`src/rtl/lc3b_types.sv`:
```
// Shared LC-3b memory-side types plus the arbiter state and requester encodings.
package lc3b_types;

  typedef logic [15:0]  lc3b_word;
  typedef logic [127:0] lc3b_data;
  typedef logic [15:0]  lc3b_mem_wmask;

  typedef enum logic [1:0] {
    IDLE,
    GRANT_I,
    GRANT_D
  } lc3b_arb_state;

  typedef enum logic {
    IMEM,
    DMEM
  } lc3b_arb_req;

  function automatic lc3b_arb_req other_req(input lc3b_arb_req req);
    return (req == IMEM) ? DMEM : IMEM;
  endfunction

endpackage

```
`src/rtl/arb_pick.sv`:
```
// Combinational grant decision between the instruction and data requesters.
module arb_pick
  import lc3b_types::*;
#(
  parameter int RR_MODE = 0
) (
  input  logic        imem_valid,
  input  logic        dmem_valid,
  input  lc3b_arb_req last_grant,
  output logic        grant_valid,
  output lc3b_arb_req grant
);

  logic rr_enable;
  assign rr_enable = (RR_MODE != 0);

  always_comb begin
    grant_valid = imem_valid | dmem_valid;
    grant       = DMEM;
    if (imem_valid && dmem_valid) begin
      // On a conflict, round-robin favours whoever did not complete last.
      grant = rr_enable ? other_req(last_grant) : DMEM;
    end else if (imem_valid) begin
      grant = IMEM;
    end
  end

endmodule

```
`src/rtl/mem_arbiter.sv`:
```
// Shares one physical memory port between the fetch (imem) and memory-stage (dmem)
// requesters, one transaction per grant, with back-to-back handoff on completion.
module mem_arbiter
  import lc3b_types::*;
#(
  parameter int RR_MODE = 0
) (
  input  logic          clk,
  input  logic          reset,

  input  logic          imem_stb,
  input  logic          imem_cyc,
  input  lc3b_word      imem_address,
  output lc3b_data      imem_rdata,
  output logic          imem_resp,

  input  logic          dmem_stb,
  input  logic          dmem_cyc,
  input  logic          dmem_write,
  input  lc3b_mem_wmask dmem_byte_enable,
  input  lc3b_word      dmem_address,
  input  lc3b_data      dmem_wdata,
  output lc3b_data      dmem_rdata,
  output logic          dmem_resp,

  output logic          pmem_stb,
  output logic          pmem_cyc,
  output logic          pmem_write,
  output lc3b_mem_wmask pmem_byte_enable,
  output lc3b_word      pmem_address,
  output lc3b_data      pmem_wdata,
  input  lc3b_data      pmem_rdata,
  input  logic          pmem_resp,

  output logic          arb_busy
);

  lc3b_arb_state state_reg, state_next;
  lc3b_arb_req   last_grant_reg, last_grant_next;
  logic          mask_i_reg, mask_i_next;
  logic          mask_d_reg, mask_d_next;

  logic          imem_valid, dmem_valid;
  logic          pick_valid;
  lc3b_arb_req   pick;

  // A requester still strobes in the cycle after its resp; the mask hides that.
  assign imem_valid = imem_stb & imem_cyc & ~mask_i_reg;
  assign dmem_valid = dmem_stb & dmem_cyc & ~mask_d_reg;

  arb_pick #(
    .RR_MODE (RR_MODE)
  ) u_pick (
    .imem_valid  (imem_valid),
    .dmem_valid  (dmem_valid),
    .last_grant  (last_grant_reg),
    .grant_valid (pick_valid),
    .grant       (pick)
  );

  always_ff @(posedge clk or posedge reset) begin
    if (reset) begin
      state_reg      <= IDLE;
      last_grant_reg <= DMEM;
      mask_i_reg     <= 1'b0;
      mask_d_reg     <= 1'b0;
    end else begin
      state_reg      <= state_next;
      last_grant_reg <= last_grant_next;
      mask_i_reg     <= mask_i_next;
      mask_d_reg     <= mask_d_next;
    end
  end

  always_comb begin
    state_next       = state_reg;
    last_grant_next  = last_grant_reg;
    mask_i_next      = 1'b0;
    mask_d_next      = 1'b0;
    pmem_stb         = 1'b0;
    pmem_cyc         = 1'b0;
    pmem_write       = 1'b0;
    pmem_byte_enable = '0;
    pmem_address     = '0;
    pmem_wdata       = '0;
    imem_resp        = 1'b0;
    dmem_resp        = 1'b0;

    unique case (state_reg)
      IDLE: begin
        if (pick_valid) begin
          state_next = (pick == IMEM) ? GRANT_I : GRANT_D;
        end
      end

      GRANT_I: begin
        // Instruction side is read-only: write and byte mask stay at 0.
        pmem_stb     = imem_stb & imem_cyc;
        pmem_cyc     = imem_cyc;
        pmem_address = imem_address;
        if (!imem_cyc) begin
          state_next = IDLE;
        end else if (pmem_resp) begin
          imem_resp       = 1'b1;
          last_grant_next = IMEM;
          mask_i_next     = 1'b1;
          state_next      = dmem_valid ? GRANT_D : IDLE;
        end
      end

      GRANT_D: begin
        pmem_stb         = dmem_stb & dmem_cyc;
        pmem_cyc         = dmem_cyc;
        pmem_write       = dmem_write;
        pmem_byte_enable = dmem_byte_enable;
        pmem_address     = dmem_address;
        pmem_wdata       = dmem_wdata;
        if (!dmem_cyc) begin
          state_next = IDLE;
        end else if (pmem_resp) begin
          dmem_resp       = 1'b1;
          last_grant_next = DMEM;
          mask_d_next     = 1'b1;
          state_next      = imem_valid ? GRANT_I : IDLE;
        end
      end

      default: begin
        state_next = IDLE;
      end
    endcase
  end

  assign imem_rdata = pmem_rdata;
  assign dmem_rdata = pmem_rdata;
  assign arb_busy   = (state_reg != IDLE);

endmodule

```
`config.mk`:
```
export PLATFORM = sky130hd
export DESIGN_NAME = mem_arbiter
export DESIGN_NICKNAME = d
export VERILOG_FILES = /design/src/rtl/lc3b_types.sv /design/src/rtl/arb_pick.sv /design/src/rtl/mem_arbiter.sv
export SDC_FILE = /design/constraint.sdc
export NUM_CORES = 1
export LEC_CHECK = 0
export ABC_AREA = 0
export CAP_MARGIN = 20
export CORE_AREA = 2 2 284 286
export DETAILED_ROUTE_END_ITERATION = 8
export DIE_AREA = 0 0 286 288
export SLEW_MARGIN = 25
export SYNTH_ARGS = -nofsm -noshare
export SYNTH_HDL_FRONTEND = slang
export SYNTH_SLANG_ARGS = --single-unit
```
`constraint.sdc`:
```
create_clock -name clk -period 1.74 [get_ports clk]
set_input_delay 0.522 -clock clk [delete_from_list [all_inputs] [get_ports clk]]
set_output_delay 0.522 -clock clk [all_outputs]
set_load 0.02 [all_outputs]
```
* Yosys cells after proc, flatten, opt, wreduce, memory -nomap -nowiden
Index checks and enable logic that the tools add are counted.
Widths: inputs -> output; s select.
** Storage, ports and cells
- Register bits :: 4
** Cells by class
- Equality and inequality tests :: 5
- Mux-type cells :: 22
- Reductions and logical operators :: 4
- Bitwise gates (word level) :: 7
** Operator list (count)
- $mux 128 :: 1
- $pmux 16 s2 :: 1
- $mux 16 :: 1
- $mux 2 :: 7
- $mux 1 :: 9
- $ne 3x3->1 const B :: 2
- $pmux 2 s3 :: 1
- $and 1x1->1 :: 4
- $pmux 1 s2 :: 2
- $reduce_and 3->1 :: 1
- $eq 2x1->1 const B :: 1
- $eq 2x2->1 const B :: 1
- $logic_not 2->1 :: 1
- $ne 2x2->1 const B :: 1
- $not 1->1 :: 2
- $reduce_bool 2->1 :: 1
- $logic_and 1x1->1 :: 1
- $or 1x1->1 :: 1

* Longest topological paths before layout
Gate-level depths: netlist of the first run.
- Depth in word-level cells :: 7
- Gate-level depth with buffers :: 6
- Depth with buffers taken out :: 5

* Hierarchy
From an unflattened synthesis of the first run, not the netlist that was laid out.
** Second synthesis, totals
- Cells, all modules :: 494
- Area, all modules :: 3518.4 um^2
** Modules (own cells, without submodules)
- mem_arbiter :: seq. area each 126.4 um^2, cells an instance 492, times used 1, area an instance 3505.9 um^2
- arb_pick :: seq. area each 0.0 um^2, cells an instance 2, times used 1, area an instance 12.5 um^2

* Worst setup path after synthesis of the first run
Ideal clock, no wire load.
- Path kind :: reg2out
- Start point :: reg state_reg[1]
- End point :: out pmem_stb
- Slack :: -272 ps
- Stages on the path, launching flop included :: 7
- Data arrival time :: 1490 ps
- Cells stage by stage :: dfrtp_1 > inv_1 > ha_1 > buf_4 > buf_4 > nand3_1 > a21boi_0
** On the way
- Word-level cells in the longest chain between the ends :: 2
- Elaborated cells on any way between the ends :: 3
- Those cells by class :: eq/ne (2); mux (1)
** RTL lines
- start, declared :: RTL line mem_arbiter.sv:38 : lc3b_arb_state state_reg, state_next;
- start signal, assigned :: RTL line mem_arbiter.sv:68 : state_reg <= state_next;
- $eq 2x2->1 / $eq 2x1->1 (equally long branches) :: RTL line mem_arbiter.sv:89 : unique case (state_reg)
- $pmux 1 s2 * :: RTL line mem_arbiter.sv:89
- end, declared :: RTL line mem_arbiter.sv:26 : output logic pmem_stb,
Every way passes the cells marked *; elsewhere a longest branch is shown, timed or not.

* Worst setup path after layout of the first run
- Start point :: reg state_reg[1]
- End point :: out pmem_address[15]
** On the way
- Word-level cells in the longest chain between the ends :: 2
- Elaborated cells on any way between the ends :: 3
- Those cells by class :: eq/ne (2); mux (1)
** RTL lines
- $eq 2x2->1 / $eq 2x1->1 (equally long branches) :: RTL line mem_arbiter.sv:89
- $pmux 16 s2 * :: RTL line mem_arbiter.sv:89
- end, declared :: RTL line mem_arbiter.sv:30 : output lc3b_word pmem_address,
Marked as above.

==> flow_summary.ini, run 1 <==
[outcome]
status = finished, violations left
failed_checks = setup timing

[synthesis]
synth-compound-area-share_pct = 5.54
avgSynthCellArea_um2 = 7.13
syn_area_um2 = 3430
postSynthCellCount = 482
syn-num-nets = 798
synth_top_area_share_pct = 56.6
ys_warn_count = 0
synth-simple-area-share_pct = 30.7
ys_seq_area_share_pct = 2.91
yosys.area.top_type = buf_4
muxShareOfSynthArea_pct = 0
synthXorXnorAreaFrac_pct = 0
synth_top_family_by_area = buffers and inverters
synth_seq_cells = 4
synth_area_leaders = buf_4 57%, and2_1 26%, a22oi_1 3.7%
synthAdderAreaFrac_pct = 1.46
ys_types = 22

[die]
start_util_pct = 4.31
io-pin-count = 734
die_w_um = 286
die_area_um2 = 82400
row_count = 104
core_area_um2 = 79600
die_h_um = 288

[routing]
dr.pass1.iters = 4
wl_per_cell_um = 20.9
wirelength_mm = 35.5
first_iter_violations = 94
dr_total_vias = 3825
vias_per_cell = 2.25
drc_errors = 0
ant_nets = 0

[critical_path]
crit_chain = ha_4, buf_12, buf_12, buf_6, a22oi_2, nor2b_4, buf_6
cp_slowest_cell = dfrtp_1
critPathKind = reg -> out
crit_start = state_reg[1]
start_kind = flip-flop
cp_num_buf_inv = 4
rr_worst_depth = 7
cp.arrival_ps = 1670
crit_fanout = 8
cpLargestDelayFamily = buffers and inverters
path_depth = 7
critPathCaptureType = output pin
slowest_delay_ps = 410
r2r_end = state_reg[1]
endpoint = pmem_address[15]
r2r_setup_slack_ps = -70
rr_startpoint = state_reg[1]
cp.required_ps = 1220

[sta]
holdWs_ps = 536
finalHoldViolations = 0
fin_crit_ps = 2200
slew_headroom_pct = 81.3
fmax_mhz = 455
fin_skew_ps = 0.173
finalMaxSlewViolations = 0
worstMarginPinSlew_ps = 280
rsz0062_at_grt = yes
final.setup.worst_slack_ps = -457
fin_crit_sh_pct = 126
setup_violations = 167

[layout]
nets = 940
area_growth_syn_to_layout_pct = 140
fin_util_pct = 10.4
layout-drive-gt1-share_pct = 67.5
fillers = 9214
largest_reg_flops = 2

[place]
portBuffers = 349
gp_congestion = 0.812
dpl.hpwl_mm = 30.7

[global_route]
track_usage_pct = 7.81
grt_antenna_before_repair = 37
grt_pass1_wl_mm = 41.3
overflow = 0
grt_pass1_vias = 4056
grt_max_degree = 21

[clocking]
cts_tree = done
cts_buffer_depth = 2
root_buffer = clkbuf_16
cts_made_buffers = 3
htree_levels = 1
clock_latency_ps = 220
clk_pin_slew_ps = 30
cts.sinks = 4

[power]
powerDensity_nw_per_um2 = 1290
p_leak_nw = 3.15
vdd.ir_drop.worst_mv = 0.798

[job]
drv_cap = 0

[min_path]
min_path_type = in -> async
power breakdown:
| part | internal, mW | switching (mW) |
|---|---|---|
| Sequential | 0.121 | 0.0228 |
| Clock | 0.294 | 0.0671 |
| Combinational | 5.79 | 4.31 |
| Total | 6.21 | 4.40 |
how the worst min path moves through the flow:
| stage | start | depth (start not counted) | to | slack, ps |
|---|---|---|---|---|
| finish | reset | 2 | state_reg[1] | 540 |
| global route | reset | 2 | mask_d_reg | 560 |
| CTS | reset | 2 | mask_d_reg | 540 |
| detailed placement | mask_i_reg | 3 | state_reg[0] | 650 |
| global placement | mask_i_reg | 3 | state_reg[0] | 650 |
| floorplan | reset | 1 | mask_d_reg | 290 |
cell families after synthesis:
family,Yosys count
buffers and inverters,282
DFF,4
AOI/OAI and AO/OA,24
adders and majority gates,4
and+or+nand+nor,168
layout make-up:
type,instances,area (µm²),share of cell area [%]
Timing Repair Buffer,414,4850,58.8
Antenna cell,16,40.0,0.485
Inverter,5,18.8,0.227
Multi-Input combinational cell,196,1840,22.3
Tap cell,1060,1330,16.1
Clock buffer,3,75.1,0.909
Sequential cell,4,100,1.21
timing repair:
action / CTS / global route
cloned: 4 / 7
pin swaps: 3 / 6
setup endpoints to repair: 168 / 168
hold buffers: 0 / 0
resized for setup: 556 / 256
setup buffers: 14 / 13
cells in the mapped netlist:
cell and count:
a21oi_1 1, o32ai_1 1, nor2b_1 16, ha_1 4, and2_2 1, a32oi_1 1, dfrtp_1 4, inv_1 5
a22oi_1 17, and2_1 145, o32ai_2 1, and3_2 1, buf_4 259, and3_1 1, a21boi_0 1, clkbuf_2 6
a21o_1 1, clkbuf_1 10, buf_2 2, nand3b_1 2, a22o_1 1, nand3_1 2
per-stage QoR:
step | area [µm²] | power, mW | setup WS [ps] | TNS [ps] | cells
after global routing | 8230 | 11.2 | -532 | -66030 | 1686
after floorplan | 3870 | 4.71 | -26.7 | -1590 | 482
final | 8260 | 10.6 | -457 | -54950 | 1698
after detailed placement | 7230 | 8.12 | -701 | -74520 | 1645
after global placement | 7230 | 8.14 | -718 | -73690 | 1645
after CTS | 7630 | 9.42 | -455 | -58260 | 1666
cell usage in the layout (no fill, tap or decap), drive strengths merged:
cell type        n
nor2b           16
dlygate4sd2      1
clkdlybuf4s15    1
nand3b           2
dfrtp            4
a21boi           1
diode           16
and3             2
o32ai            2
ha               4
clkbuf           9
a21o             1
a22oi           17
a32oi            1
a21oi            1
and2           146
nand3            2
a22o             1
buf            224
inv              5
clkdlybuf4s50  182
routing by layer:
| metal | share of wire [%] | vias to the layer above | track usage, % |
|---|---|---|---|
| met1 | 25 | 1547 | 5.39 |
| met5 | 1.1 | - | 1.63 |
| met4 | 3.7 | 37 | 2.63 |
| met3 | 23 | 121 | 8.44 |
| met2 | 48 | 587 | 13.5 |
| li1 | - | 1533 | - |
(Power assumes the default switching activity.)
==> inputs of run 2 (changes only) <==
- CORE_AREA: 2 2 284 286 -> 2 2 288 290
- DIE_AREA: 0 0 286 288 -> 0 0 290 292
- DONT_BUFFER_PORTS: unset -> 1
==> run 2 against run 1 <==
Net effect:
- clock-buffer cell count unchanged
- the run still ends with setup timing left
- maximum frequency up 2.9%
- power down 35%
- wire length down 5.2%
- largest cell class is now multi-input gates
- sequential power up 9%
- cell count down 22%
- clock power down 2%
- via count down 37%
- combinational power down 37%
- highest routed layer unchanged
- critical path type unchanged
- die area up 2.8%
==> flow_summary.ini, run 2 (synthesized netlist as in run 1, its figures left out) <==
[layout]
nets = 556
largest_reg_flops = 2
mostFrequentLayoutCells = 134 x and2_4, 16 x nor2b_4, 13 x a22oi_2
area_growth_syn_to_layout_pct = 14.3
fin_util_pct = 4.81
fillers = 9641
instances_no_fill = 1329
layout-drive-gt1-share_pct = 93.3
final_common_cell = and2_4

[die]
start_util_pct = 4.21
die_area_um2 = 84700
row_count = 105
die_h_um = 292
die_w_um = 290
io-pin-count = 734
core_area_um2 = 81600

[routing]
wirelength_mm = 33.6
vias_per_cell = 1.81
dr.pass1.iters = 4
first_iter_violations = 147
routedLengthMet1_mm = 9.10
route.met2.wl_mm = 13.9
dr_total_vias = 2408
ant_nets = 0
wl_per_cell_um = 25.3
drc_errors = 0
wl_met3_mm = 8.90
top_layer = met5

[place]
gp_congestion = 0.827
dp_worst_setup_slack_ps = -187
dpl.cell_count = 1291
dpl.hpwl_mm = 29.3
portBuffers = 0

[global_route]
track_usage_pct = 7.35
grt_max_degree = 32
grt_antenna_before_repair = 48
grt_pass1_wl_mm = 38.1
overflow = 0
grt_pass1_vias = 2314

[sta]
slew_headroom_pct = 71.2
worstMarginPinSlew_ps = 432
finalHoldViolations = 0
rsz0062_at_grt = yes
holdWs_ps = 91.0
setup_violations = 167
final.setup.worst_slack_ps = -394
fin_crit_ps = 2130
finalMaxSlewViolations = 0
fin_skew_ps = 0.728
fmax_mhz = 469
setup_tns_ps = -39740
fin_crit_sh_pct = 123

[outcome]
status = finished, violations left
failed_checks = setup timing

[power]
vdd.ir_drop.worst_mv = 1.05
powerDensity_nw_per_um2 = 1750
p_leak_nw = 1.13

[job]
drv_cap = 0

[clocking]
cts_made_buffers = 3
ctsHoldBuffers = 0
clk_pin_slew_ps = 30
root_buffer = clkbuf_16
cts.sinks = 4
cts_tree = done
cts_buffer_depth = 2
clock_latency_ps = 220
htree_levels = 1

[critical_path]
start_kind = flip-flop
cp.required_ps = 1220
cp.arrival_ps = 1610
rr_worst_depth = 6
critPathKind = reg -> out
crit_start = state_reg[0]
crit_fanout = 7
r2r_end = state_reg[0]
r2r_setup_slack_ps = -60
rr_startpoint = state_reg[1]
critPathCaptureType = output pin

[min_path]
min_path_type = in -> async
[run 2: how the worst max path moves through the flow]
stage          cells after the start                   to  slack [ps]
2_1_floorplan                      6      pmem_address[0]         -30
3_3_place_gp                       5  pmem_byte_enable[3]        -150
3_5_place_dp                       5  pmem_byte_enable[3]        -190
4_1_cts                            7     pmem_address[12]        -360
5_1_grt                            5     pmem_address[11]        -400
6_report                           5     pmem_address[11]        -390
[run 2: final cells by class]
type	count	area, µm²	area share (%)
repair buffers	30	428	10.9
multi-input cells	196	1910	48.5
inverters	5	25.0	0.637
diodes	21	52.6	1.34
clock buffers	3	75.1	1.91
well taps	1070	1340	34.1
flip-flops and latches	4	101	2.58
[run 2: what timing repair did]
| item | in CTS | in global routing |
|---|---|---|
| pin swaps | 7 | 15 |
| cloned | 4 | 0 |
| endpoints found under the setup margin | 168 | 167 |
| resized for setup | 114 | 10 |
| buffers inserted | 11 | 0 |
[run 2: layer usage]
| metal | vias to the layer above | track usage (%) |
|---|---|---|
| met1 | 919 | 5.88 |
| met3 | 142 | 8.93 |
| met2 | 543 | 10.9 |
| li1 | 762 | - |
| met5 | - | 0 |
| met4 | 42 | 2.77 |
[run 2: stage by stage]
step,total power [mW],cell area [µm²]
global route,7.26,3900
floorplan,4.71,3870
global placement,5.16,3320
detailed placement,5.18,3320
finish,6.86,3930
CTS,7.14,3850
[run 2: critical path, cell delays in order (launching register included)]
cell and delay (ps):
dfrtp_1 390, buf_4 150, ha_4 190, buf_12 170, a22oi_2 380, nor2b_4 110
[run 2: power by group]
part	total [mW]	switching, mW	internal, mW
logic	6.35	3.67	2.68
registers	0.157	0.0338	0.123
clock network	0.354	0.0604	0.293
total	6.86	3.76	3.10
==> inputs of run 3 (changes only) <==
- CAP_MARGIN: 20 -> unset
- CELL_PAD_IN_SITES_DETAIL_PLACEMENT: unset -> 1
- CELL_PAD_IN_SITES_GLOBAL_PLACEMENT: unset -> 2
- CORE_AREA: 2 2 288 290 -> 2 2 284 286
- DIE_AREA: 0 0 290 292 -> 0 0 286 288
- DONT_BUFFER_PORTS: 1 -> unset
- PLACE_DENSITY_LB_ADDON: unset -> 0.1
==> run 3 against run 2 <==
Net effect:
- the flow still finishes with violations (setup timing)
- wire length decreased by 28%
- sequential cell count unchanged
- critical path depth increased by 2
- cell count increased by 27%
- maximum frequency decreased by 5.5%
- clock skew increased by 1.8 ps
- sequential share of layout area decreased by 1.3 points
- die area decreased by 2.7%
- largest power group unchanged
==> flow_summary.ini, run 3 (synthesized netlist as in run 1, its figures left out) <==
[layout]
layout-drive-gt1-share_pct = 68.0
final_cell_area_um2 = 7800
nets = 952
largest_reg_flops = 2
num_antenna_cells = 0
instances_no_fill = 1694
area_growth_syn_to_layout_pct = 127
mostFrequentLayoutCells = 182 x clkdlybuf4s50_1, 107 x and2_4, 105 x buf_6
fillers = 9428
final_common_cell = clkdlybuf4s50_1

[global_route]
met3_usage_pct = 5.06
met2_usage_pct = 7.88
grt_max_degree = 29
grt_pass1_wl_mm = 29.8
busiest_layer = met2
use_met1_pct = 4.50
overflow = 0
grt_antenna_before_repair = 3
grt_pass1_vias = 3775
track_usage_pct = 5.13

[sta]
final.setup.worst_slack_ps = -519
worstMarginPinSlew_ps = 273
fin_crit_sh_pct = 130
setup_tns_ps = -67900
fin_crit_ps = 2260
slew_headroom_pct = 81.8
fin_skew_ps = 2.49
setup_violations = 168
finalMaxSlewViolations = 0
finalHoldViolations = 0
rsz0062_at_grt = yes
fmax_mhz = 443

[critical_path]
start_kind = flip-flop
rr_worst_depth = 6
cp.arrival_ps = 1740
cp.required_ps = 1220
crit_fanout = 6
critPathCaptureType = output pin
critPathKind = reg -> out

[die]
die_area_um2 = 82400
io-pin-count = 734
die_h_um = 288
core_area_um2 = 79600
start_util_pct = 4.31
die_w_um = 286
row_count = 104

[place]
dpl.hpwl_mm = 19.6
portBuffers = 349
placed_cell_area_um2 = 6910
dpl.cell_count = 1648
gp_congestion = 0.641

[clocking]
cts.sinks = 4
clk_pin_slew_ps = 30
root_buffer = clkbuf_16
cts_made_buffers = 3
ctsHoldBuffers = 0
clock_latency_ps = 220
htree_levels = 1
cts_buffer_depth = 2
cts_tree = done

[power]
power_frac_seq_pct = 1.5
intPower_mw = 5.91
clkPwrFrac_pct = 3.5
p_sw_mw = 4.27
vdd.ir_drop.worst_mv = 0.407
p_leak_nw = 3.08
powerDensity_nw_per_um2 = 1310
combinationalPowerShare_pct = 95.0
switching_share_pct = 41.9

[routing]
ant_nets = 0
drc_errors = 0
dr.pass1.iters = 4
first_iter_violations = 35
vias_per_cell = 2.07
dr_total_vias = 3511
wirelength_mm = 24.2
wl_per_cell_um = 14.3

[min_path]
min_path_type = in -> async

[job]
drv_cap = 0

[outcome]
status = finished, violations left
failed_checks = setup timing
==> run 3: cell count changes in the layout (fill, tap and decap cells not counted), moves of 6 or more <==
cell | before | now
nor2b_2 | 0 | 6
nor2b_4 | 16 | 10
buf_8 | 0 | 9
clkdlybuf4s15_2 | 0 | 9
clkbuf_2 | 0 | 19
clkbuf_16 | 3 | 10
clkdlybuf4s50_1 | 0 | 182
and2_4 | 134 | 107
buf_6 | 6 | 105
buf_4 | 12 | 55
and2_2 | 12 | 35
diode_2 | 21 | 0
buf_2 | 0 | 18
==> run 3: cell type report <==
cell class	count	area, µm²	area share (%)
clock buffer	3	75.1	0.962
inverter	5	21.3	0.273
multi-input combinational	196	1830	23.5
sequential	4	101	1.30
tap	1060	1330	17.0
timing repair buffer	426	4450	57.0
==> run 3: critical path: stages, from the launching register on <==
cell and delay (ps):
dfrtp_2 440, ha_4 250, buf_12 160, buf_16 130, buf_6 120, a22oi_2 220
nor2b_4 60, buf_6 130
==> run 3: final timing paths <==
check,end,startpoint,slack [ps]
setup / recovery,pmem_address[9],state_reg[1],-520
hold / removal,mask_i_reg,reset,550
setup reg to reg,state_reg[0],state_reg[1],-50
hold reg to reg,state_reg[0],mask_i_reg,700
max in group asynchronous,state_reg[1],reset,1020
min in group clk,state_reg[0],mask_i_reg,700
==> run 3: stage by stage <==
step	utilization, %	hold WS (ps)	power (mW)	worst slack (ps)
global placement	8.68	704	7.86	-833
floorplan	-	288	4.71	-26.7
finish	9.79	548	10.2	-519
detailed placement	8.68	688	7.70	-816
CTS	9.08	596	8.50	-576
global route	9.79	592	10.9	-621
==> run 3: power by group through the flow <==
stage               combinational (mW)  sequential [mW]  clock, mW
floorplan                         4.57            0.139          0
global placement                  7.71            0.150          0
detailed placement                7.56            0.145          0
CTS                               8.00            0.149      0.359
global route                      10.4            0.160      0.373
finish                            9.67            0.155      0.356
==> run 3: per-layer routing <==
metal	vias up	wire (µm)	share of wire (%)
met5	-	32	0.13
met2	423	10600	44
met1	1492	7300	30
met3	61	5290	22
met4	6	947	3.9
li1	1529	-	-
==> run 3: what timing repair did <==
item                       in CTS  in global routing
gates resized for setup       485                421
cloned                          3                  9
pin swaps                       3                  8
setup endpoints to repair     168                168
buffers inserted                8                 25
